$ cat src/rtl/ram8_arb_pkg.sv
// ram8_arb_pkg
// Shared definitions for the RAM8 two-requester access controller:
//   - state_t       : controller FSM encoding (ST_INIT, ST_IDLE, ST_ACCESS)
//   - DATA_WIDTH_DEF: default word width of the RAM8 block
//   - ADDR_WIDTH_DEF: default word address width of the RAM8 block
//   - RAM_DEPTH     : number of RAM8 words, walked by the clear sequence
package ram8_arb_pkg;

  localparam int DATA_WIDTH_DEF = 16;
  localparam int ADDR_WIDTH_DEF = 3;
  localparam int RAM_DEPTH      = 8;

  // ST_INIT is only ever entered when the clear-on-reset feature is built in.
  typedef enum logic [1:0] {
    ST_INIT   = 2'd0,
    ST_IDLE   = 2'd1,
    ST_ACCESS = 2'd2
  } state_t;

endpackage

$ cat src/rtl/ram8_arbiter_rr.sv
// rr_arbiter2
// Two-way round-robin grant logic, purely combinational.
// Ports:
//   i_valid[1:0]  : request valid per requester
//   i_last_grant  : id of the requester granted most recently
//   i_enable      : grants are only issued while high
//   o_grant[1:0]  : one-hot (or zero) grant vector
module rr_arbiter2 (
  input  logic [1:0] i_valid,
  input  logic       i_last_grant,
  input  logic       i_enable,
  output logic [1:0] o_grant
);

  // On a tie the requester that was not granted last wins.
  always_comb begin
    o_grant = 2'b00;
    if (i_enable) begin
      case (i_valid)
        2'b01:   o_grant = 2'b01;
        2'b10:   o_grant = 2'b10;
        2'b11:   o_grant = i_last_grant ? 2'b01 : 2'b10;
        default: o_grant = 2'b00;
      endcase
    end
  end

endmodule

$ cat src/rtl/ram8_arbiter.sv
// ram8_arbiter
// Arbitrates two valid/ready requesters round-robin onto a single RAM8
// block and returns read data (or the pre-write word for writes) as a
// one-cycle response pulse two cycles after the transfer.
// Optional feature: define RAM8_ARB_CLEAR_EN to zero all RAM8 words in an
// INIT sequence after every reset.
// Ports:
//   i_clk, i_reset              : clock, synchronous active-high reset
//   i_reqN_valid/write/addr/wdata, o_reqN_ready : request port N (N=0,1)
//   o_rspN_valid, o_rspN_rdata  : response port N
//   o_ram_in, o_ram_addr, o_ram_load, i_ram_out : RAM8 pins
//   o_busy                      : high whenever the FSM is not IDLE
module ram8_arbiter
  import ram8_arb_pkg::*;
#(
  parameter int DATA_WIDTH = DATA_WIDTH_DEF,
  parameter int ADDR_WIDTH = ADDR_WIDTH_DEF
) (
  input  logic                  i_clk,
  input  logic                  i_reset,
  input  logic                  i_req0_valid,
  input  logic                  i_req0_write,
  input  logic [ADDR_WIDTH-1:0] i_req0_addr,
  input  logic [DATA_WIDTH-1:0] i_req0_wdata,
  output logic                  o_req0_ready,
  input  logic                  i_req1_valid,
  input  logic                  i_req1_write,
  input  logic [ADDR_WIDTH-1:0] i_req1_addr,
  input  logic [DATA_WIDTH-1:0] i_req1_wdata,
  output logic                  o_req1_ready,
  output logic                  o_rsp0_valid,
  output logic [DATA_WIDTH-1:0] o_rsp0_rdata,
  output logic                  o_rsp1_valid,
  output logic [DATA_WIDTH-1:0] o_rsp1_rdata,
  output logic [DATA_WIDTH-1:0] o_ram_in,
  output logic [ADDR_WIDTH-1:0] o_ram_addr,
  output logic                  o_ram_load,
  input  logic [DATA_WIDTH-1:0] i_ram_out,
  output logic                  o_busy
);

`ifdef RAM8_ARB_CLEAR_EN
  localparam state_t                RESET_STATE = ST_INIT;
  localparam logic [ADDR_WIDTH-1:0] INIT_LAST   = ADDR_WIDTH'(RAM_DEPTH - 1);
  logic [ADDR_WIDTH-1:0] r_init_cnt;
`else
  localparam state_t RESET_STATE = ST_IDLE;
`endif

  state_t                r_state;
  state_t                w_next_state;
  logic                  r_last_grant;
  logic                  r_cmd_id;
  logic                  r_cmd_write;
  logic [ADDR_WIDTH-1:0] r_cmd_addr;
  logic [DATA_WIDTH-1:0] r_cmd_wdata;
  logic                  r_rsp0_valid;
  logic [DATA_WIDTH-1:0] r_rsp0_rdata;
  logic                  r_rsp1_valid;
  logic [DATA_WIDTH-1:0] r_rsp1_rdata;
  logic [1:0]            w_grant;
  logic                  w_arb_enable;
  logic                  w_xfer0;
  logic                  w_xfer1;
  logic                  w_xfer;

  // Grants only in IDLE; masking with reset keeps a transfer from being
  // accepted on the same edge that reset throws the state away.
  assign w_arb_enable = (r_state == ST_IDLE) & ~i_reset;

  rr_arbiter2 u_rr (
    .i_valid      ({i_req1_valid, i_req0_valid}),
    .i_last_grant (r_last_grant),
    .i_enable     (w_arb_enable),
    .o_grant      (w_grant)
  );

  assign o_req0_ready = w_grant[0];
  assign o_req1_ready = w_grant[1];
  assign w_xfer0      = i_req0_valid & w_grant[0];
  assign w_xfer1      = i_req1_valid & w_grant[1];
  assign w_xfer       = w_xfer0 | w_xfer1;

  assign o_busy       = (r_state != ST_IDLE);
  assign o_rsp0_valid = r_rsp0_valid;
  assign o_rsp0_rdata = r_rsp0_rdata;
  assign o_rsp1_valid = r_rsp1_valid;
  assign o_rsp1_rdata = r_rsp1_rdata;

  always_ff @(posedge i_clk) begin
    if (i_reset) begin
      r_state <= RESET_STATE;
    end else begin
      r_state <= w_next_state;
    end
  end

  // Next state plus the RAM pin drive. ram_load is gated by reset so a
  // write in flight when reset arrives never reaches the RAM.
  always_comb begin
    w_next_state = r_state;
    o_ram_load   = 1'b0;
    o_ram_addr   = r_cmd_addr;
    o_ram_in     = r_cmd_wdata;
    case (r_state)
      ST_IDLE: begin
        if (w_xfer) begin
          w_next_state = ST_ACCESS;
        end
      end
      ST_ACCESS: begin
        o_ram_load   = r_cmd_write & ~i_reset;
        w_next_state = ST_IDLE;
      end
      ST_INIT: begin
`ifdef RAM8_ARB_CLEAR_EN
        o_ram_load = ~i_reset;
        o_ram_addr = r_init_cnt;
        o_ram_in   = '0;
        if (r_init_cnt == INIT_LAST) begin
          w_next_state = ST_IDLE;
        end
`else
        w_next_state = ST_IDLE;
`endif
      end
      default: begin
        w_next_state = ST_IDLE;
      end
    endcase
  end

`ifdef RAM8_ARB_CLEAR_EN
  // Walks every RAM8 word once; any reset restarts the walk at word 0.
  always_ff @(posedge i_clk) begin
    if (i_reset) begin
      r_init_cnt <= '0;
    end else if (r_state == ST_INIT) begin
      r_init_cnt <= r_init_cnt + 1'b1;
    end
  end
`endif

  // Command register and round-robin history; both change only on a transfer.
  always_ff @(posedge i_clk) begin
    if (i_reset) begin
      r_last_grant <= 1'b1;
      r_cmd_id     <= 1'b0;
      r_cmd_write  <= 1'b0;
      r_cmd_addr   <= '0;
      r_cmd_wdata  <= '0;
    end else if (w_xfer) begin
      r_last_grant <= w_xfer1;
      r_cmd_id     <= w_xfer1;
      r_cmd_write  <= w_xfer1 ? i_req1_write : i_req0_write;
      r_cmd_addr   <= w_xfer1 ? i_req1_addr  : i_req0_addr;
      r_cmd_wdata  <= w_xfer1 ? i_req1_wdata : i_req0_wdata;
    end
  end

  // ram_out is sampled during ACCESS before the RAM edge, so writes report
  // the word that was overwritten.
  always_ff @(posedge i_clk) begin
    if (i_reset) begin
      r_rsp0_valid <= 1'b0;
      r_rsp0_rdata <= '0;
      r_rsp1_valid <= 1'b0;
      r_rsp1_rdata <= '0;
    end else begin
      r_rsp0_valid <= (r_state == ST_ACCESS) && !r_cmd_id;
      r_rsp1_valid <= (r_state == ST_ACCESS) &&  r_cmd_id;
      if ((r_state == ST_ACCESS) && !r_cmd_id) begin
        r_rsp0_rdata <= i_ram_out;
      end
      if ((r_state == ST_ACCESS) && r_cmd_id) begin
        r_rsp1_rdata <= i_ram_out;
      end
    end
  end

endmodule

$ cat config.mk
export PLATFORM = sky130hd
export DESIGN_NAME = ram8_arbiter
export DESIGN_NICKNAME = d
export VERILOG_FILES = /design/src/rtl/ram8_arb_pkg.sv /design/src/rtl/ram8_arbiter_rr.sv /design/src/rtl/ram8_arbiter.sv
export SDC_FILE = /design/constraint.sdc
export NUM_CORES = 1
export LEC_CHECK = 0
export CAP_MARGIN = 40
export CORE_MARGIN = 4
export CORE_UTILIZATION = 30
export CTS_CLUSTER_SIZE = 25
export DETAILED_ROUTE_END_ITERATION = 16
export PLACE_DENSITY = 0.66
export SKIP_LAST_GASP = 1
export SYNTH_ARGS = -nofsm -noshare
export SYNTH_HDL_FRONTEND = slang
export SYNTH_SLANG_ARGS = --single-unit
$ cat constraint.sdc
create_clock -name i_clk -period 1.8 [get_ports i_clk]
set_input_delay 0.36 -clock i_clk [delete_from_list [all_inputs] [get_ports i_clk]]
set_output_delay 0.36 -clock i_clk [all_outputs]
set_load 0.01 [all_outputs]
### Word-level counts from Yosys, hierarchy flattened

Cells that the tools add are included.

| operators by class | value |
|---|---|
| multiplexer cells | 7 |
| reductions and logical operators | 4 |
| equal/unequal tests | 6 |
| bitwise logic cells | 7 |

Operator list:

| kind | number |
|---|---|
| two-way mux 16 bit | 1 |
| equality test 2 bit (second input constant) | 3 |
| case mux 2 bit (3 select lines) | 1 |
| AND 1 bit | 4 |
| equality test 2 x 1 -> 1 bit (second input constant) | 2 |
| two-way mux 2 bit | 2 |
| two-way mux 3 bit | 1 |
| logical AND 1 bit | 2 |
| two-way mux 1 bit | 2 |
| inequality test 2 x 1 -> 1 bit (second input constant) | 1 |
| inverter 1 bit | 2 |
| OR reduction 2 bit | 1 |
| zero test 1 bit | 1 |
| bitwise OR 1 bit | 1 |

| storage, ports and cells | value |
|---|---|
| flip-flop bits (word level) | 58 |
| input bits | 60 |
| output and inout bits | 57 |

### Depth between registers and ports, before layout

| logic depth | value |
|---|---|
| word-level depth | 5 |
| mapped depth | 6 |
| depth with buffers taken out | 3 |

### Cells and area by module

Synthesis repeated with hierarchy kept, for this count alone.

| unflattened totals | value |
|---|---|
| cells, all modules | 279 |
| area total of the unflattened synthesis | 2,240.9 um^2 |

Modules (own cells, without submodules):

| module | seq. area each (um^2) | times used | cells an instance | area an instance (um^2) |
|---|---|---|---|---|
| ram8_arbiter | 1,161.1 | 1 | 274 | 2,219.6 |
| rr_arbiter2 | 0.0 | 1 | 5 | 21.3 |

### Least setup slack after synthesis

No wires, ideal clock.

| path | value |
|---|---|
| kind | register to output |
| start point | register r_state[1] |
| end point | output port o_req1_ready |
| slack | 0.356 ns |
| data required time | 1.440 ns |
| cell stages (with the launch flop) | 6 |
| data arrival time | 1.084 ns |
| path buffers | 2 |
| cells stage by stage | dfxtp_1 > buf_2 > nor3b_4 > buf_4 > nand2_1 > inv_1 |

| on the way | value |
|---|---|
| word-level cells in the longest chain between the ends | 3 |

RTL lines:

| item | line | source |
|---|---|---|
| start: declaration | ram8_arbiter.sv:50 | `state_t r_state;` |
| start signal: assignment | ram8_arbiter.sv:94 | `r_state <= w_next_state;` |
| equality test 2 x 1 -> 1 bit | ram8_arbiter.sv:69 | `assign w_arb_enable = (r_state == ST_IDLE) & ~i_reset;` |
| AND 1 bit | ram8_arbiter.sv:69 |  |
| two-way mux 2 bit | ram8_arbiter_rr.sv:18 | `if (i_enable) begin` |
| end: declaration | ram8_arbiter.sv:30 | `output logic o_req1_ready,` |

Every way passes these cells.

### Worst setup path in the final report

| path | value |
|---|---|
| start point | register r_state[1] |
| end point | output port o_req0_ready |

| on the way | value |
|---|---|
| word-level cells in the longest chain between the ends | 3 |

RTL lines:

| item | line | source |
|---|---|---|
| equality test 2 x 1 -> 1 bit | ram8_arbiter.sv:69 |  |
| AND 1 bit | ram8_arbiter.sv:69 |  |
| two-way mux 2 bit | ram8_arbiter_rr.sv:18 |  |
| end: declaration | ram8_arbiter.sv:25 | `output logic o_req0_ready,` |

Every way passes these cells.

==> implementation parameters <==
Parameter                              Value

Outcome
  Status    completed

Placement
  DP HPWL    5070 um
  Cell area reported after detailed placement    3630 um^2
  Post-Place Cells    489
  Minimum setup slack after placement    -0.278 ns
  Final estimated routing congestion in global placement    0.691
  Port Buffer Count    116

Timing
  Number of failing setup endpoints in the final timing report    0
  RSZ-0062 raised after global routing    no
  Setup TNS    0 ns
  Relative slew margins    59.4%
  Number of hold violations in the final report    0
  Pin slew with the least headroom to its limit    0.609 ns
  Time the worst path needs with I/O delays and setup    1.72 ns
  Final clock skew    0.00916 ns
  Post-route setup slack    0.0795 ns
  Total count of max-transition violations in the final report    0
  Portion of the clock cycle consumed by the worst path in the final layout    95.6%
  Achievable Freq    581 MHz

Global routing
  Wire length of the first global-routing pass    11200 um
  Antenna violations before repair    0
  Vias in the first global route    2376
  GRT Util Overall    15.5%
  Overall overflow remaining after global route    0
  Maximum number of pins on one net before global-route repair    43

Synthesis
  Predominant post-synthesis flop cell    dfxtp_1
  Cell Area, Synth    2350 um^2
  Total of flip-flops plus latches after synthesis    58
  Number of warnings reported in the yosys synthesis log    0
  Sequential area share after synthesis    49.3%
  Leading cell types by total area after synthesis    dfxtp_1 (49%), a21oi_1 (11%), nand2_1 (10%)
  Synthesized net count    344
  Async set-or-reset flop fraction in the synthesized netlist    0%
  Mean area per synthesized cell    8.29 um^2
  Cell type with the highest aggregate area in the netlist    dfxtp_1
  Gate count of the mapped netlist    284
  Number of distinct library cells after synthesis    28
  Post-synth EDFFs    0
  Share of the synthesized area in the top cell type    49.3%

CTS
  Clock tree root buffer cell    clkbuf_8
  Total CTS buffers    9
  Maximum buffer depth of the clock tree    2
  Clock latency at the later pin of the worst-skew pair    0.33 ns
  CTS sink count    58
  Register clock-pin slew on the reported worst setup and hold paths    0.07 ns
  TritonCTS clock tree    yes
  H-Tree Depth    3

Final layout
  Ratio of cells with drive above 1 in the final layout    9.68%
  Nets@finish    458
  Synthesis-to-layout area growth    62.3%
  Final design instance area without fill    3820 um^2
  Non-filler instance count after layout    505
  Number of diodes    0

Worst hold path
  Type of the worst min-delay path    reg2reg
  Worst Hold Depth    2

Drt
  Via-per-instance ratio    4.90
  Met1 routed wirelength after detailed routing    3130 um
  Number of detailed-routing iterations run before antenna repair    4
  Wire length on met3    655 um
  Post-route ant nets    0
  Highest layer used for signal routing    met4
  First-iteration detailed-routing DRC count    86
  WL final    7440 um
  Total vias in the final route    2476
  Final routed DRC violation total    0
  Routed length per instance    14.7 um
  Met2 routed wirelength    3580 um

Floorplan
  Starting density of the core    30.6%
  Die area    9330 um^2
  IO Pins    117
  Vertical die dimension    96.6 um
  Chip width    96.6 um
  Placement row count    32
  Core footprint    7690 um^2

Setup path
  Kind of end point of the critical path    output port
  Endpoint arrival time on the critical path    1.36 ns
  Required time of the critical path    1.44 ns
  Crit path kind    reg2out
  Highest fanout seen on the critical path    3
  R2R depth    5
  Startpoint kind of the worst setup timing path    flop

Power and ir drop
  Static Leak    1.31 nW
  Power per Cell Area    789 nW/um^2
  Worst supply voltage drop on vdd    0.264 mV

Job
  Number of max-cap violations    0
-- worst max-delay path: stages (launching register included) --
cell	delay (ns)
dfxtp_1	0.33
nor3b_4	0.24
and3_4	0.23
clkdlybuf4s15_1	0.24
-- layout make-up --
cell class | count | area [um^2]
fill | 760 | 3870
timing repair buffer | 130 | 1290
sequential | 58 | 1160
multi-input combinational | 197 | 1060
clock buffer | 11 | 141
tap | 102 | 128
clock inverter | 5 | 30.0
inverter | 2 | 7.51
-- path summary, 6_finish.rpt --
kind                                              startpoint                           end  slack [ns]
worst max-delay path                 r_state[1]$_SDFFE_PP0P_                  o_req0_ready        0.08
worst max register to register       r_state[1]$_SDFFE_PP0P_      o_ram_in[2]$_SDFFE_PP0P_        0.14
worst min register to register  o_rsp1_rdata[9]$_SDFFE_PP0P_  o_rsp1_rdata[9]$_SDFFE_PP0P_        0.45
worst min-delay path            o_rsp1_rdata[9]$_SDFFE_PP0P_  o_rsp1_rdata[9]$_SDFFE_PP0P_        0.45
-- power by group --
| part | switching [W] | internal, W | total [W] |
|---|---|---|---|
| clock | 0.000512 | 0.000530 | 0.00104 |
| sequential | 0.0000384 | 0.00135 | 0.00139 |
| combinational | 0.000266 | 0.000317 | 0.000583 |
| total | 0.000816 | 0.00220 | 0.00301 |
-- what timing repair did --
action / CTS / global route
setup endpoints to repair: 4 / 2
buffers inserted: 0 / 0
gates resized for setup: 4 / 5
hold buffers: 0 / 0
-- layout by cell type (no fill, tap or decap), drive strengths merged, types with 2 or more instances in the layout --
| cell type | instances |
|---|---|
| clkinvlp | 2 |
| a311oi | 20 |
| o21ai | 22 |
| clkinv | 3 |
| nor2 | 3 |
| buf | 15 |
| clkbuf | 11 |
| inv | 2 |
| dfxtp | 58 |
| nand2b | 2 |
| a21oi | 52 |
| dlymetal6s2s | 2 |
| nor3b | 2 |
| nand3 | 20 |
| or3b | 2 |
| clkdlybuf4s50 | 109 |
| dlygate4sd2 | 3 |
| nand2 | 65 |
-- sequential cells by signal (all words and copies together), names as in the netlist --
name          count
r_cmd_write       1
r_cmd_id          1
o_ram_in         16
r_last_grant      1
o_rsp1_rdata     16
o_ram_addr        3
o_rsp0_rdata     16
r_state           2
o_rsp0_valid      1
o_rsp1_valid      1
-- cell families (layout without fill, tap and decap cells) --
family	after synthesis	count (layout)	synth area share, %
buffers and inverters	29	148	6.17
AOI/OAI and AO/OA	96	96	24.5
DFF	58	58	49.3
and+or+nand+nor	101	101	20.0
-- Yosys cell counts (2+ instances only) --
master and number:
a21oi_1 52, clkbuf_1 11, o21ai_1 4, or3b_1 2, buf_4 2, dfxtp_1 58
a311oi_1 18, nand2_1 65, buf_2 11, nand2b_1 2, o21ai_0 18, inv_1 2
nand3_1 20, nor2_1 3, buf_6 2, a311oi_2 2
-- per-stage QoR --
stage / total power, W / hold WS (ns) / util [%]
after floorplan: 0.00167 / 0.481 / -
after global placement: 0.00200 / 0.443 / 47.3
after detailed placement: 0.00200 / 0.447 / 47.3
after CTS: 0.00305 / 0.457 / 49.4
after global routing: 0.00317 / 0.474 / 49.7
final: 0.00301 / 0.452 / 49.7
-- layer usage --
layer	vias up	track usage (%)
met5	-	0
met4	0	5.49
met3	9	5.11
met2	101	26.9
met1	1142	17.8
li1	1224	-
Power figures use the tool's default switching activity.
==> RTL change: new RTL, same settings <==
Add a define of `RAM8_ARB_CLEAR_EN`.
--- a/src/rtl/ram8_arbiter.sv
+++ b/src/rtl/ram8_arbiter.sv
@@ -10,6 +10,8 @@
 //   o_rspN_valid, o_rspN_rdata  : response port N
 //   o_ram_in, o_ram_addr, o_ram_load, i_ram_out : RAM8 pins
 //   o_busy                      : high whenever the FSM is not IDLE
+`define RAM8_ARB_CLEAR_EN
+
 module ram8_arbiter
   import ram8_arb_pkg::*;
 #(
Formal check against the unedited RTL: not equivalent (Yosys sat finds a counterexample within 4 cycles, from zero or initial values and one cycle with i_reset high).
==> RTL change against the unedited design <==
The flow now finishes with violations (negative setup slack). Cell area rose by 8.5%. Synthesized area rose by 13%. Worst setup slack worse by 0.15 ns. First-iteration DRC count up 12%. Global-route usage increased by 0.24 points. Clock skew down 0.0018 ns. Sequential cell count grew 3. Routed wire length rose by 8.7%. Critical path type unchanged. Via count up 12%. Total power decreased by 4.9%.
==> RTL change: results (changes against the unedited design) <==
dpl cells=543 (+11%); first-pass GRT wire length=12970 um (+16%); nets=513 (+12%); multiplexer share of the synthesized area=0.01275 (+0.01275); Cell variety after synth=32 (+14%); Worst VDD drop=0.2865 mV (+8.5%); HP Class=input pin to flop; total track usage=0.1577 (+0.002438); post-synthesis xor/xnor area fraction=0.003307 (+0.003307); Placed Instance Area=0.003975 sq mm (+9.4%); failing checks=negative setup slack; HPWL Detailed=5810 um (+15%); Hold Worst Slack=0.3367 ns (-0.1152 ns); P_leak=0.001458 uW (+11%); HP Start=i_reset; mean number of vias per cell=4.936 (+0.68%); sequential area share after synthesis=0.4610 (-0.03232); Sum Neg Setup Slack=-0.1020 ns (-0.1020 ns); largest cells by area after synthesis=dfxtp_1, a21oi_1, nand2_1; hold worst-path end=r_init_cnt[2]$_SDFFE_PP0N_; Commonest cells post-synth=nand2_1, dfxtp_1, a21oi_1; DR iter-0 viols=96 (+12%); Post-CTS Resized=29 (+25); status=finished, violations left; Worst Hold Depth=3 (+1); GP Congestion=0.7911 (+14%); R2R Setup Slk=0.24 ns (+0.10 ns); Comb. pwr=307 uW (-47%); sw power=651.1 uW (-20%); setup violators final=2 (+2); Sequential Power Share=0.479 (+0.018); worst setup margin=-0.06839 ns (-0.1479 ns); CP startpoint=r_state[0]$_SDFFE_PP0P_; share of cells above drive strength 1=0.1754 (+0.07866); fillers=863 (+14%); number of global-route vias before repair=2679 (+13%); WL/cell=14.34 um (-2.7%)
[RTL change: cell count changes after synthesis, sizes merged, moves of 2 or more]
cell / unedited run / this run
inv: 2 / 4
a211oi: 0 / 2
nor2: 3 / 5
nor2b: 0 / 16
mux2: 0 / 3
a21oi: 52 / 55
buf: 16 / 20
nor3: 0 / 2
dfxtp: 58 / 61
ha: 0 / 2
[RTL change: routing by layer]
layer	global-route usage	wire length, um
met1	0.2091	3581
met5	0	0
met2	0.2394	3554
met4	0.05146	93
met3	0.05666	856
[RTL change: final cells by class]
class	instances	area, sq um	area share
clock buffers	11	141.4	0.03412
repair buffers	148	1316	0.3176
multi-input cells	227	1257	0.3034
well taps	108	135.1	0.03261
clock inverters	5	50.05	0.01208
inverters	4	15.01	0.003623
flip-flops and latches	61	1229	0.2965
[RTL change: critical path, cell delays in order (launching register included)]
cell	delay (ns)
dfxtp_4	0.37
or3b_4	0.41
a211oi_2	0.23
buf_2	0.17
